--- config.mk ---
export PLATFORM = sky130hd
export DESIGN_NAME = dl_rom_sequencer_flat
export DESIGN_NICKNAME = d
export VERILOG_FILES = /design/src/rtl/dl_rom_sequencer_if.sv /design/src/rtl/dl_rom_sequencer.sv /design/src/flat_wrapper.sv
export SDC_FILE = /design/constraint.sdc
export NUM_CORES = 1
export LEC_CHECK = 0
export CAP_MARGIN = 40
export CORE_MARGIN = 5
export CORE_UTILIZATION = 65
export DETAILED_ROUTE_END_ITERATION = 8
export DONT_BUFFER_PORTS = 1
export MAX_ROUTING_LAYER = met4
export PLACE_DENSITY = 0.8
export SLEW_MARGIN = 20
export SYNTH_ARGS = -nofsm -noshare
export SYNTH_HDL_FRONTEND = slang
export SYNTH_SLANG_ARGS = --single-unit
--- constraint.sdc ---
create_clock -name clk_sys -period 6.3 [get_ports clk_sys]
set_input_delay 0.63 -clock clk_sys [delete_from_list [all_inputs] [get_ports clk_sys]]
set_output_delay 0.63 -clock clk_sys [all_outputs]
set_load 0.01 [all_outputs]
--- src/rtl/dl_rom_sequencer_if.sv ---
// Write-port bundle between the ROM download sequencer and the shared ROM/PROM write port.
// master (sequencer): drives wr_req, wr_addr, wr_data, wr_region; receives wr_ack.
// slave (memory arbiter side): mirror image of master.
interface dl_rom_sequencer_if;
  logic        wr_req;
  logic        wr_ack;
  logic [12:0] wr_addr;
  logic [7:0]  wr_data;
  logic [3:0]  wr_region;

  modport master (
    output wr_req,
    output wr_addr,
    output wr_data,
    output wr_region,
    input  wr_ack
  );

  modport slave (
    input  wr_req,
    input  wr_addr,
    input  wr_data,
    input  wr_region,
    output wr_ack
  );
endinterface

--- src/rtl/dl_rom_sequencer.sv ---
// Purpose: buffers the ioctl ROM download, decodes regions, writes via req/ack, owns core reset.
// Latency: ioctl_wr into an empty FIFO -> wr_req after 2 clk_sys edges; 1 write/cycle with ack held.
// Backpressure: none upstream; FIFO_DEPTH unacked bytes max, extra bytes dropped and flagged.
// Ports: clk_sys/Reset_n; ioctl_download/wr/addr/dout download stream; ext_reset OSD reset request;
//        wr_port (req/ack write port, master side); core_reset_n, dl_busy, overflow status.
module dl_rom_sequencer #(
  parameter logic [16:0] PROG_END    = 17'h01000,
  parameter logic [16:0] CHAR_END    = 17'h01800,
  parameter logic [16:0] MOTN_END    = 17'h02000,
  parameter logic [16:0] PROM_END    = 17'h02200,
  parameter int unsigned FIFO_DEPTH  = 4,
  parameter int unsigned HOLD_CYCLES = 4096
) (
  input  logic                      clk_sys,
  input  logic                      Reset_n,
  input  logic                      ioctl_download,
  input  logic                      ioctl_wr,
  input  logic [16:0]               ioctl_addr,
  input  logic [7:0]                ioctl_dout,
  input  logic                      ext_reset,
  dl_rom_sequencer_if.master        wr_port,
  output logic                      core_reset_n,
  output logic                      dl_busy,
  output logic                      overflow
);

  localparam int unsigned   AW        = $clog2(FIFO_DEPTH);
  localparam int unsigned   CW        = $clog2(HOLD_CYCLES + 1);
  localparam logic [CW-1:0] HOLD_LAST = CW'(HOLD_CYCLES - 1);
  localparam logic [AW:0]   PTR_WRAP  = {1'b1, {AW{1'b0}}};

  typedef struct packed {
    logic [3:0]  region;
    logic [12:0] offset;
    logic [7:0]  data;
  } entry_t;

  typedef enum logic [2:0] {
    IDLE  = 3'd0,
    LOAD  = 3'd1,
    DRAIN = 3'd2,
    HOLD  = 3'd3,
    RUN   = 3'd4
  } state_t;

  state_t        state_q, state_d;
  logic [CW-1:0] cnt_q, cnt_d;

  entry_t        mem [FIFO_DEPTH];
  logic [AW:0]   wr_ptr, rd_ptr, rd_next;
  entry_t        push_ent, out_q;
  logic [16:0]   base;
  logic          in_range, fifo_full, push_req, push_ok, ovf_set, pop, head_avail;
  logic          wr_req_q, dl_q, dl_rise, dl_fall, drain_done;

  // Region decode at push time; offset is relative to the region base.
  always_comb begin
    push_ent = '0;
    base     = '0;
    if (ioctl_addr < PROG_END) begin
      push_ent.region = 4'b0001;
      base            = '0;
    end else if (ioctl_addr < CHAR_END) begin
      push_ent.region = 4'b0010;
      base            = PROG_END;
    end else if (ioctl_addr < MOTN_END) begin
      push_ent.region = 4'b0100;
      base            = CHAR_END;
    end else if (ioctl_addr < PROM_END) begin
      push_ent.region = 4'b1000;
      base            = MOTN_END;
    end
    push_ent.offset = 13'(ioctl_addr - base);
    push_ent.data   = ioctl_dout;
  end

  assign in_range  = |push_ent.region;
  assign dl_rise   = ioctl_download & ~dl_q;
  assign dl_fall   = ~ioctl_download & dl_q;

  // The presented write stays in the FIFO until acked, so occupancy counts it.
  assign fifo_full = (wr_ptr ^ rd_ptr) == PTR_WRAP;
  assign pop       = wr_req_q & wr_port.wr_ack;
  assign push_req  = ioctl_download & ioctl_wr & in_range;
  assign push_ok   = push_req & (~fifo_full | pop);
  assign ovf_set   = push_req & fifo_full & ~pop;

  // Head after this cycle's pop; a byte pushed this cycle is not visible until next cycle.
  assign rd_next    = rd_ptr + (AW+1)'(pop);
  assign head_avail = rd_next != wr_ptr;

  // Last write consumed (or nothing pending) and nothing new arriving.
  assign drain_done = ~push_ok & ~head_avail & (~wr_req_q | pop);

  always_ff @(posedge clk_sys) begin
    if (push_ok) begin
      mem[wr_ptr[AW-1:0]] <= push_ent;
    end
  end

  always_ff @(posedge clk_sys or negedge Reset_n) begin
    if (!Reset_n) begin
      wr_ptr   <= '0;
      rd_ptr   <= '0;
      wr_req_q <= 1'b0;
      out_q    <= '0;
      overflow <= 1'b0;
      dl_q     <= 1'b0;
    end else begin
      dl_q   <= ioctl_download;
      rd_ptr <= rd_next;
      if (push_ok) begin
        wr_ptr <= wr_ptr + (AW+1)'(1);
      end
      // Reload the output register only when it is idle or just consumed.
      if (pop || !wr_req_q) begin
        wr_req_q <= head_avail;
        if (head_avail) begin
          out_q <= mem[rd_next[AW-1:0]];
        end
      end
      // A drop on the same cycle as a new download start still sets the flag.
      overflow <= (overflow & ~dl_rise) | ovf_set;
    end
  end

  assign wr_port.wr_req    = wr_req_q;
  assign wr_port.wr_addr   = out_q.offset;
  assign wr_port.wr_data   = out_q.data;
  assign wr_port.wr_region = out_q.region;

  always_ff @(posedge clk_sys or negedge Reset_n) begin
    if (!Reset_n) begin
      state_q      <= IDLE;
      cnt_q        <= '0;
      core_reset_n <= 1'b0;
      dl_busy      <= 1'b1;
    end else begin
      state_q      <= state_d;
      cnt_q        <= cnt_d;
      core_reset_n <= (state_d == RUN);
      dl_busy      <= (state_d != RUN);
    end
  end

  always_comb begin
    state_d = state_q;
    cnt_d   = cnt_q;
    case (state_q)
      IDLE: begin
        // Power-up reset when no download arrives.
        cnt_d = cnt_q + CW'(1);
        if (ioctl_download) begin
          state_d = LOAD;
        end else if (cnt_q == HOLD_LAST) begin
          state_d = RUN;
        end
      end
      LOAD: begin
        if (dl_fall) begin
          state_d = DRAIN;
        end
      end
      DRAIN: begin
        if (dl_rise) begin
          state_d = LOAD;
        end else if (drain_done) begin
          state_d = HOLD;
          cnt_d   = '0;
        end
      end
      HOLD: begin
        if (dl_rise) begin
          state_d = LOAD;
        end else if (ext_reset) begin
          cnt_d = '0;
        end else if (cnt_q == HOLD_LAST) begin
          state_d = RUN;
        end else begin
          cnt_d = cnt_q + CW'(1);
        end
      end
      RUN: begin
        if (dl_rise) begin
          state_d = LOAD;
        end else if (ext_reset) begin
          state_d = HOLD;
          cnt_d   = '0;
        end
      end
      default: begin
        state_d = IDLE;
        cnt_d   = '0;
      end
    endcase
  end

endmodule
--- src/flat_wrapper.sv ---
// flat-port wrapper written by rule: the top's interface ports become plain ports
module dl_rom_sequencer_flat 
#(
  parameter logic [16:0] PROG_END    = 17'h01000,
  parameter logic [16:0] CHAR_END    = 17'h01800,
  parameter logic [16:0] MOTN_END    = 17'h02000,
  parameter logic [16:0] PROM_END    = 17'h02200,
  parameter int unsigned FIFO_DEPTH  = 4,
  parameter int unsigned HOLD_CYCLES = 4096
)
  (clk_sys, Reset_n, ioctl_download, ioctl_wr, ioctl_addr, ioctl_dout, ext_reset, core_reset_n, dl_busy, overflow, wr_port_wr_req, wr_port_wr_addr, wr_port_wr_data, wr_port_wr_region, wr_port_wr_ack);
  dl_rom_sequencer_if wr_port_i ();
  input  logic clk_sys;
  input  logic Reset_n;
  input  logic ioctl_download;
  input  logic ioctl_wr;
  input  logic [16:0] ioctl_addr;
  input  logic [7:0] ioctl_dout;
  input  logic ext_reset;
  output logic core_reset_n;
  output logic dl_busy;
  output logic overflow;
  output wire logic [$bits(wr_port_i.wr_req)-1:0] wr_port_wr_req;
  output wire logic [$bits(wr_port_i.wr_addr)-1:0] wr_port_wr_addr;
  output wire logic [$bits(wr_port_i.wr_data)-1:0] wr_port_wr_data;
  output wire logic [$bits(wr_port_i.wr_region)-1:0] wr_port_wr_region;
  input wire logic [$bits(wr_port_i.wr_ack)-1:0] wr_port_wr_ack;
  assign wr_port_wr_req = wr_port_i.wr_req;
  assign wr_port_wr_addr = wr_port_i.wr_addr;
  assign wr_port_wr_data = wr_port_i.wr_data;
  assign wr_port_wr_region = wr_port_i.wr_region;
  assign wr_port_i.wr_ack = wr_port_wr_ack;
  dl_rom_sequencer #(.PROG_END(PROG_END), .CHAR_END(CHAR_END), .MOTN_END(MOTN_END), .PROM_END(PROM_END), .FIFO_DEPTH(FIFO_DEPTH), .HOLD_CYCLES(HOLD_CYCLES)) u_core (.clk_sys(clk_sys), .Reset_n(Reset_n), .ioctl_download(ioctl_download), .ioctl_wr(ioctl_wr), .ioctl_addr(ioctl_addr), .ioctl_dout(ioctl_dout), .ext_reset(ext_reset), .wr_port(wr_port_i), .core_reset_n(core_reset_n), .dl_busy(dl_busy), .overflow(overflow));
endmodule
* Word-level counts from Yosys, hierarchy flattened
Memory sizes are Yosys's and may differ from the RTL's. A register that Yosys moved wholly into a read port is not among the register bits. Cells that the tools add are included. Widths: inputs -> output; s select.
Word-level totals: memories kept 1, bits in writable memories 100, memory bits (read-only) 0, bits in latches 0, register bits 27, input bits 31
Cells by class: equal/unequal tests 15, bitwise logic cells 24, muxes and demuxes 27, $mul 0, reduce and logical (&&, ||, !) cells 7, div/mod/pow operators 0, add/sub/neg operators 4, shift operators 0, order comparisons 4
Memories:
- u_core.mem | words 4, width 25, rd ports 1, clocked after Yosys merged registers in 1, wr ports 1, RTL line dl_rom_sequencer.sv:49 | entry_t mem [FIFO_DEPTH];
Operators with widths (number):
- $mux 13 | 10
- $pmux 13 s5 | 1
- $lt 17x13->1 const B | 2
- $lt 17x14->1 const B | 2
- $mux 3 | 9
- $mux 4 | 4
- $pmux 3 s5 | 1
- $add 13x1->13 const B | 1
- $eq 13x12->1 const B | 1
- $sub 13x13->13 | 1
- $and 1x1->1 | 11
- $eq 3x3->1 const B | 3
- $not 1->1 | 9
- $ne 2x2->1 const B | 4
- $reduce_and 7->1 | 1
- $eq 3x2->1 const B | 2
- $ne 3x3->1 const B | 2
- $reduce_or 4->1 | 1
- $add 3x1->3 | 1
- $add 3x1->3 const B | 1
- $eq 3x1->1 const B | 1
- $logic_not 3->1 | 1
- $ne 3x3->1 | 1
- $or 1x1->1 | 3
- 6 further kinds | 8

* Longest topological paths before layout
depth in word-level cells 15, depth in mapped cells 10

* Worst setup path after synthesis
No wires, ideal clock.
kind in2reg, start point input port wr_port_wr_ack, end point register u_core.out_q (netlist bit u_core.wr_port.wr_addr[10]), slack 3.557 ns, buffers on the path 2, arrival 2.619 ns, data required time 6.175 ns, cell stages on the path 6, path through and2_1 ha_1 buf_2 buf_1 mux4_2 mux2_2
Between the ends: longest elaborated chain between the ends 4, elaborated cells on any way between the ends 5, classes of those cells 1 x add/sub; 1 x eq/ne; 1 x bitwise; 2 x reduce/logical
Ends and longest elaborated chain:
- from (decl) | RTL line flat_wrapper.sv:27 | input wire logic [$bits(wr_port_i.wr_ack)-1:0] wr_port_wr_ack;
- $and 1x1->1 (*) | RTL line dl_rom_sequencer.sv:83 | assign pop = wr_req_q & wr_port.wr_ack;
- $add 3x1->3 (*) | RTL line dl_rom_sequencer.sv:89 | assign rd_next = rd_ptr + (AW+1)'(pop);
- named net u_core.rd_next[0] | RTL line dl_rom_sequencer.sv:50 | logic [AW:0] wr_ptr, rd_ptr, rd_next;
- $ne 3x3->1 | RTL line dl_rom_sequencer.sv:90 | assign head_avail = rd_next != wr_ptr;
- $reduce_and 2->1 (no line)
- to (signal assigned) | RTL line dl_rom_sequencer.sv:119 | out_q <= mem[rd_next[AW-1:0]];
- to (decl) | RTL line dl_rom_sequencer.sv:51 | entry_t push_ent, out_q;
Mark *: on every way through the listed nets, which the timed path passes. The rest lies on a longest branch. A chain may end at the register's enable or synchronous reset.

* Worst setup path after layout
start point register u_core.wr_req_q, in the netlist u_core.wr_port.wr_req, end point register u_core.out_q (netlist bit u_core.wr_port.wr_addr[4])
Between the ends: longest elaborated chain between the ends 4, elaborated cells on any way between the ends 6, classes of those cells 1 x add/sub; 1 x eq/ne; 1 x bitwise; 3 x reduce/logical
Ends and longest elaborated chain:
- from (decl) | RTL line dl_rom_sequencer.sv:54 | logic wr_req_q, dl_q, dl_rise, dl_fall, drain_done;
- from (signal assigned) | RTL line dl_rom_sequencer.sv:117 | wr_req_q <= head_avail;
- $and 1x1->1 (*) | RTL line dl_rom_sequencer.sv:83
- $add 3x1->3 (*) | RTL line dl_rom_sequencer.sv:89
- named net u_core.rd_next[1] | RTL line dl_rom_sequencer.sv:50
- $ne 3x3->1 | RTL line dl_rom_sequencer.sv:90
- $reduce_and 2->1 (no line)
Marked as above.

==> key figures <==
Run status
  • Status: completed

Synthesis
  • Number of flops mapped to enable cells by yosys: 100
  • Seq/Total Area, Yosys: 0.696
  • Async S/R FF share, synth: 0.342
  • Post-synthesis cell count: 370
  • Mapped Area: 0.00619 sq mm
  • Syn Area/Cell: 16.7 sq um
  • FF+latch count, synth: between 150 and 200
  • Most used flip-flop cell after synthesis: edfxtp_1
  • Synth cell types: 45
  • Synth warnings: 0
  • Synth area leaders: edfxtp_1, dfrtp_1, mux4_2
  • Largest area contributor in the netlist: edfxtp_1
  • Synth top area share: 0.485
  • Syn nets: approximately 400

Timing
  • WHS: 0.149 ns
  • Fin. max-slew vios: 0
  • Setup_tns: 0 ns
  • Worst slew margin: 0.612
  • Min cycle time layout: around 2.7 ns
  • Clock Skews: 0.00846 ns
  • Fin crit share: 0.428
  • RSZ-0062 raised after global routing: false
  • Final Worst Setup Slack: 3.60 ns
  • Worst-Margin Slew: slightly below 0.6 ns
  • FMAX: approximately 370 MHz
  • Setup violators final: 0
  • Final hold violation count: 0

Worst setup path
  • Crit path launch type: register
  • Crit Path Category: reg -> reg
  • FF-to-FF setup slack: between 3 and 4 ns
  • CP required: 6.69 ns
  • Most Frequent Cell on Critical Path: buf_4
  • Crit-path cells: and2_1 > ha_2 > ha_1 > buf_4 > xnor2_1 > nand2_1 > nor2_1 > nor2_2 > buf_4 > mux2_2
  • Crit path DAT: approximately 3.1 ns
  • RR Endpoint: u_core.wr_port.wr_addr[4]
  • Critical path's slowest cell: dfrtp_1
  • CP Max Fanout: 27
  • Crit end category: register
  • Reg2reg path depth: 10
  • R2r startpoint: u_core.wr_port.wr_req
  • Worst path max stage delay: 0.42 ns

Drt
  • Final wirelength: between 10,000 and 15,000 um
  • Via count: about 3,300
  • Routed wire per std cell: 20.9 um
  • Vias per cell: between 6 and 7
  • ANT nets after route: 0
  • DR DRC count: 0
  • Drt first pass iters: 5
  • Drt first-iter violations: roughly 200

GRT
  • GR Util All Layers: 0.214
  • Wire length of the first global-routing pass: roughly 18,000 um
  • Largest net degree at the start of global routing: between 50 and 60
  • Vias in the first global route: roughly 3,500
  • Global route overflow: 0
  • Initial antenna violation count: 0

Min path
  • Worst Min Path Start: ioctl_download
  • Hold crit path type: in -> reg
  • Hold worst-path end: u_core.dl_q
  • Hold Path Stages: 0

Placement
  • Dpl ws: 3.47 ns
  • # port buffers: 0
  • Final Wtd Congestion: about 0.84
  • Dpl cell area: 0.00638 sq mm
  • Detailed placement HPWL: approximately 6700 um

CTS
  • Post-CTS setup buffers: 0
  • Post-CTS resize count: 0
  • Clock buffer depth: 2
  • Latest clock arrival within the worst-skew pair: slightly above 0.5 ns
  • Clock tree from TritonCTS: built
  • CTS root buffer: clkbuf_8
  • Clk slew on worst S/H paths: around 0.060 ns
  • CTS H-tree depth: 4
  • Cts bufs inserted: 17
  • # hold bufs at CTS: 2
  • CTS sink cnt: 152

Layout
  • Most common cell after layout, fill and taps aside: edfxtp_1
  • Post-route cell area: between 0.006 and 0.007 sq mm
  • Nets: 425
  • Antenna fix cells: 0
  • Final core occ: 0.752
  • Ratio of cells with drive above 1 in the final layout: 0.243
  • Most frequent cells in the layout: edfxtp_1, dfrtp_1, mux4_2, mux2_2, clkbuf_16
  • Filler cells: roughly 540
  • Synthesis-to-layout area growth: 12.2%

Die
  • Initial core utilization: 0.670
  • DIE AREA: ~0.012 sq mm
  • Die Y: ~110 um
  • Rows: 35
  • Total core area: 0.00924 sq mm
  • Die width: around 110 um
  • Io pins: 60

Pwr
  • PD cells: around 450 mW/mm^2
  • Pleak: 2.55 nW
  • Peak VDD IR: ~0.0003 V

Run
  • Max-Cap Viols: 0
-- through the flow --
stage               cells  total power [mW]
detailed placement    494              2.21
CTS                   528              3.13
global placement      493              2.16
global route          528              3.26
floorplan             370              2.01
finish                528              3.09
-- synth_stat cells (all sizes together), types with 2 or more instances --
cell and instances:
nand3 6, dfrtp 51, a211oi 3, and3 14, ha 8, nand2 13, inv 11, o211a 3
o22ai 2, mux4 25, a31oi 4, nand4 5, xor2 5, nor2b 2, edfxtp 100, nor2 11
a21oi 15, o21ai 9, nand2b 3, nor4 3, buf 7, nor3 7, and2 3, mux2 25
or2 2, a41oi 6, clkbuf 8, xnor2 6
-- power by group --
part	leakage [nW]	total [mW]	internal, mW	switching, mW
combinational	0.751	0.836	0.448	0.388
clock	0.267	0.900	0.528	0.371
sequential	1.53	1.36	1.20	0.161
total	2.55	3.09	2.17	0.920
-- how the worst max path moves through the flow --
stage	end	cells past startpoint	slack [ns]	start
floorplan	u_core.wr_port.wr_addr[10]	6	3.56	wr_port_wr_ack
detailed placement	u_core.wr_port.wr_addr[12]	9	3.47	wr_port_wr_ack
CTS	u_core.wr_port.wr_addr[4]	10	3.59	u_core.wr_port.wr_req
finish	u_core.wr_port.wr_addr[4]	10	3.60	u_core.wr_port.wr_req
global placement	u_core.wr_port.wr_addr[4]	8	3.31	wr_port_wr_ack
global route	u_core.wr_port.wr_addr[4]	9	3.44	u_core.wr_port.wr_req
-- registers in the layout, indices dropped and copies added (netlist names) --
register / cells
u_core.wr_port.wr_region: 4
u_core.dl_busy: 1
u_core.state_q: 3
u_core.wr_port.wr_data: 8
u_core.overflow: 1
u_core.wr_port.wr_req: 1
u_core.dl_q: 1
u_core.rd_ptr: 3
u_core.wr_ptr: 3
u_core.wr_port.wr_addr: 13
u_core.core_reset_n: 1
u_core.cnt_q: 13
u_core.mem: 100
-- metal layers --
metal | vias up | track usage | part of all wire
met3 | 10 | 0.0840 | 0.077
met2 | 122 | 0.366 | 0.54
li1 | 1477 | - | -
met4 | 0 | 0.0577 | 0.0073
met5 | - | - | 0
met1 | 1682 | 0.235 | 0.37
-- layout make-up --
cell class / count / area, sq um / area share
Sequential cell: 152 / 4310 / 0.620
Multi-Input combinational cell: 192 / 1780 / 0.256
Clock buffer: 24 / 483 / 0.0695
Tap cell: 129 / 161 / 0.0232
Timing Repair Buffer: 12 / 125 / 0.0180
Clock inverter: 8 / 47.5 / 0.00685
Inverter: 11 / 41.3 / 0.00595
-- cells by family after synthesis --
kind of cell / after synthesis / share of synthesized area
AOI/OAI and AO/OA: 49 / 0.0522
xor gates and xnor gates: 11 / 0.0156
adders and majority gates: 8 / 0.0162
buffers and inverters: 26 / 0.0168
DFF: 152 / 0.696
muxes: 50 / 0.137
and+or+nand+nor: 74 / 0.0669
-- critical path, delay by kind of cell, from the launching register on --
| kind | cells | cell delay [ns] |
|---|---|---|
| xor+xnor | 1 | 0.13 |
| fa+ha+maj | 2 | 0.45 |
| buf+inv | 2 | 0.67 |
| flops | 1 | 0.42 |
| mux | 1 | 0.40 |
| simple gates | 4 | 0.47 |
(Power assumes the default switching activity.)
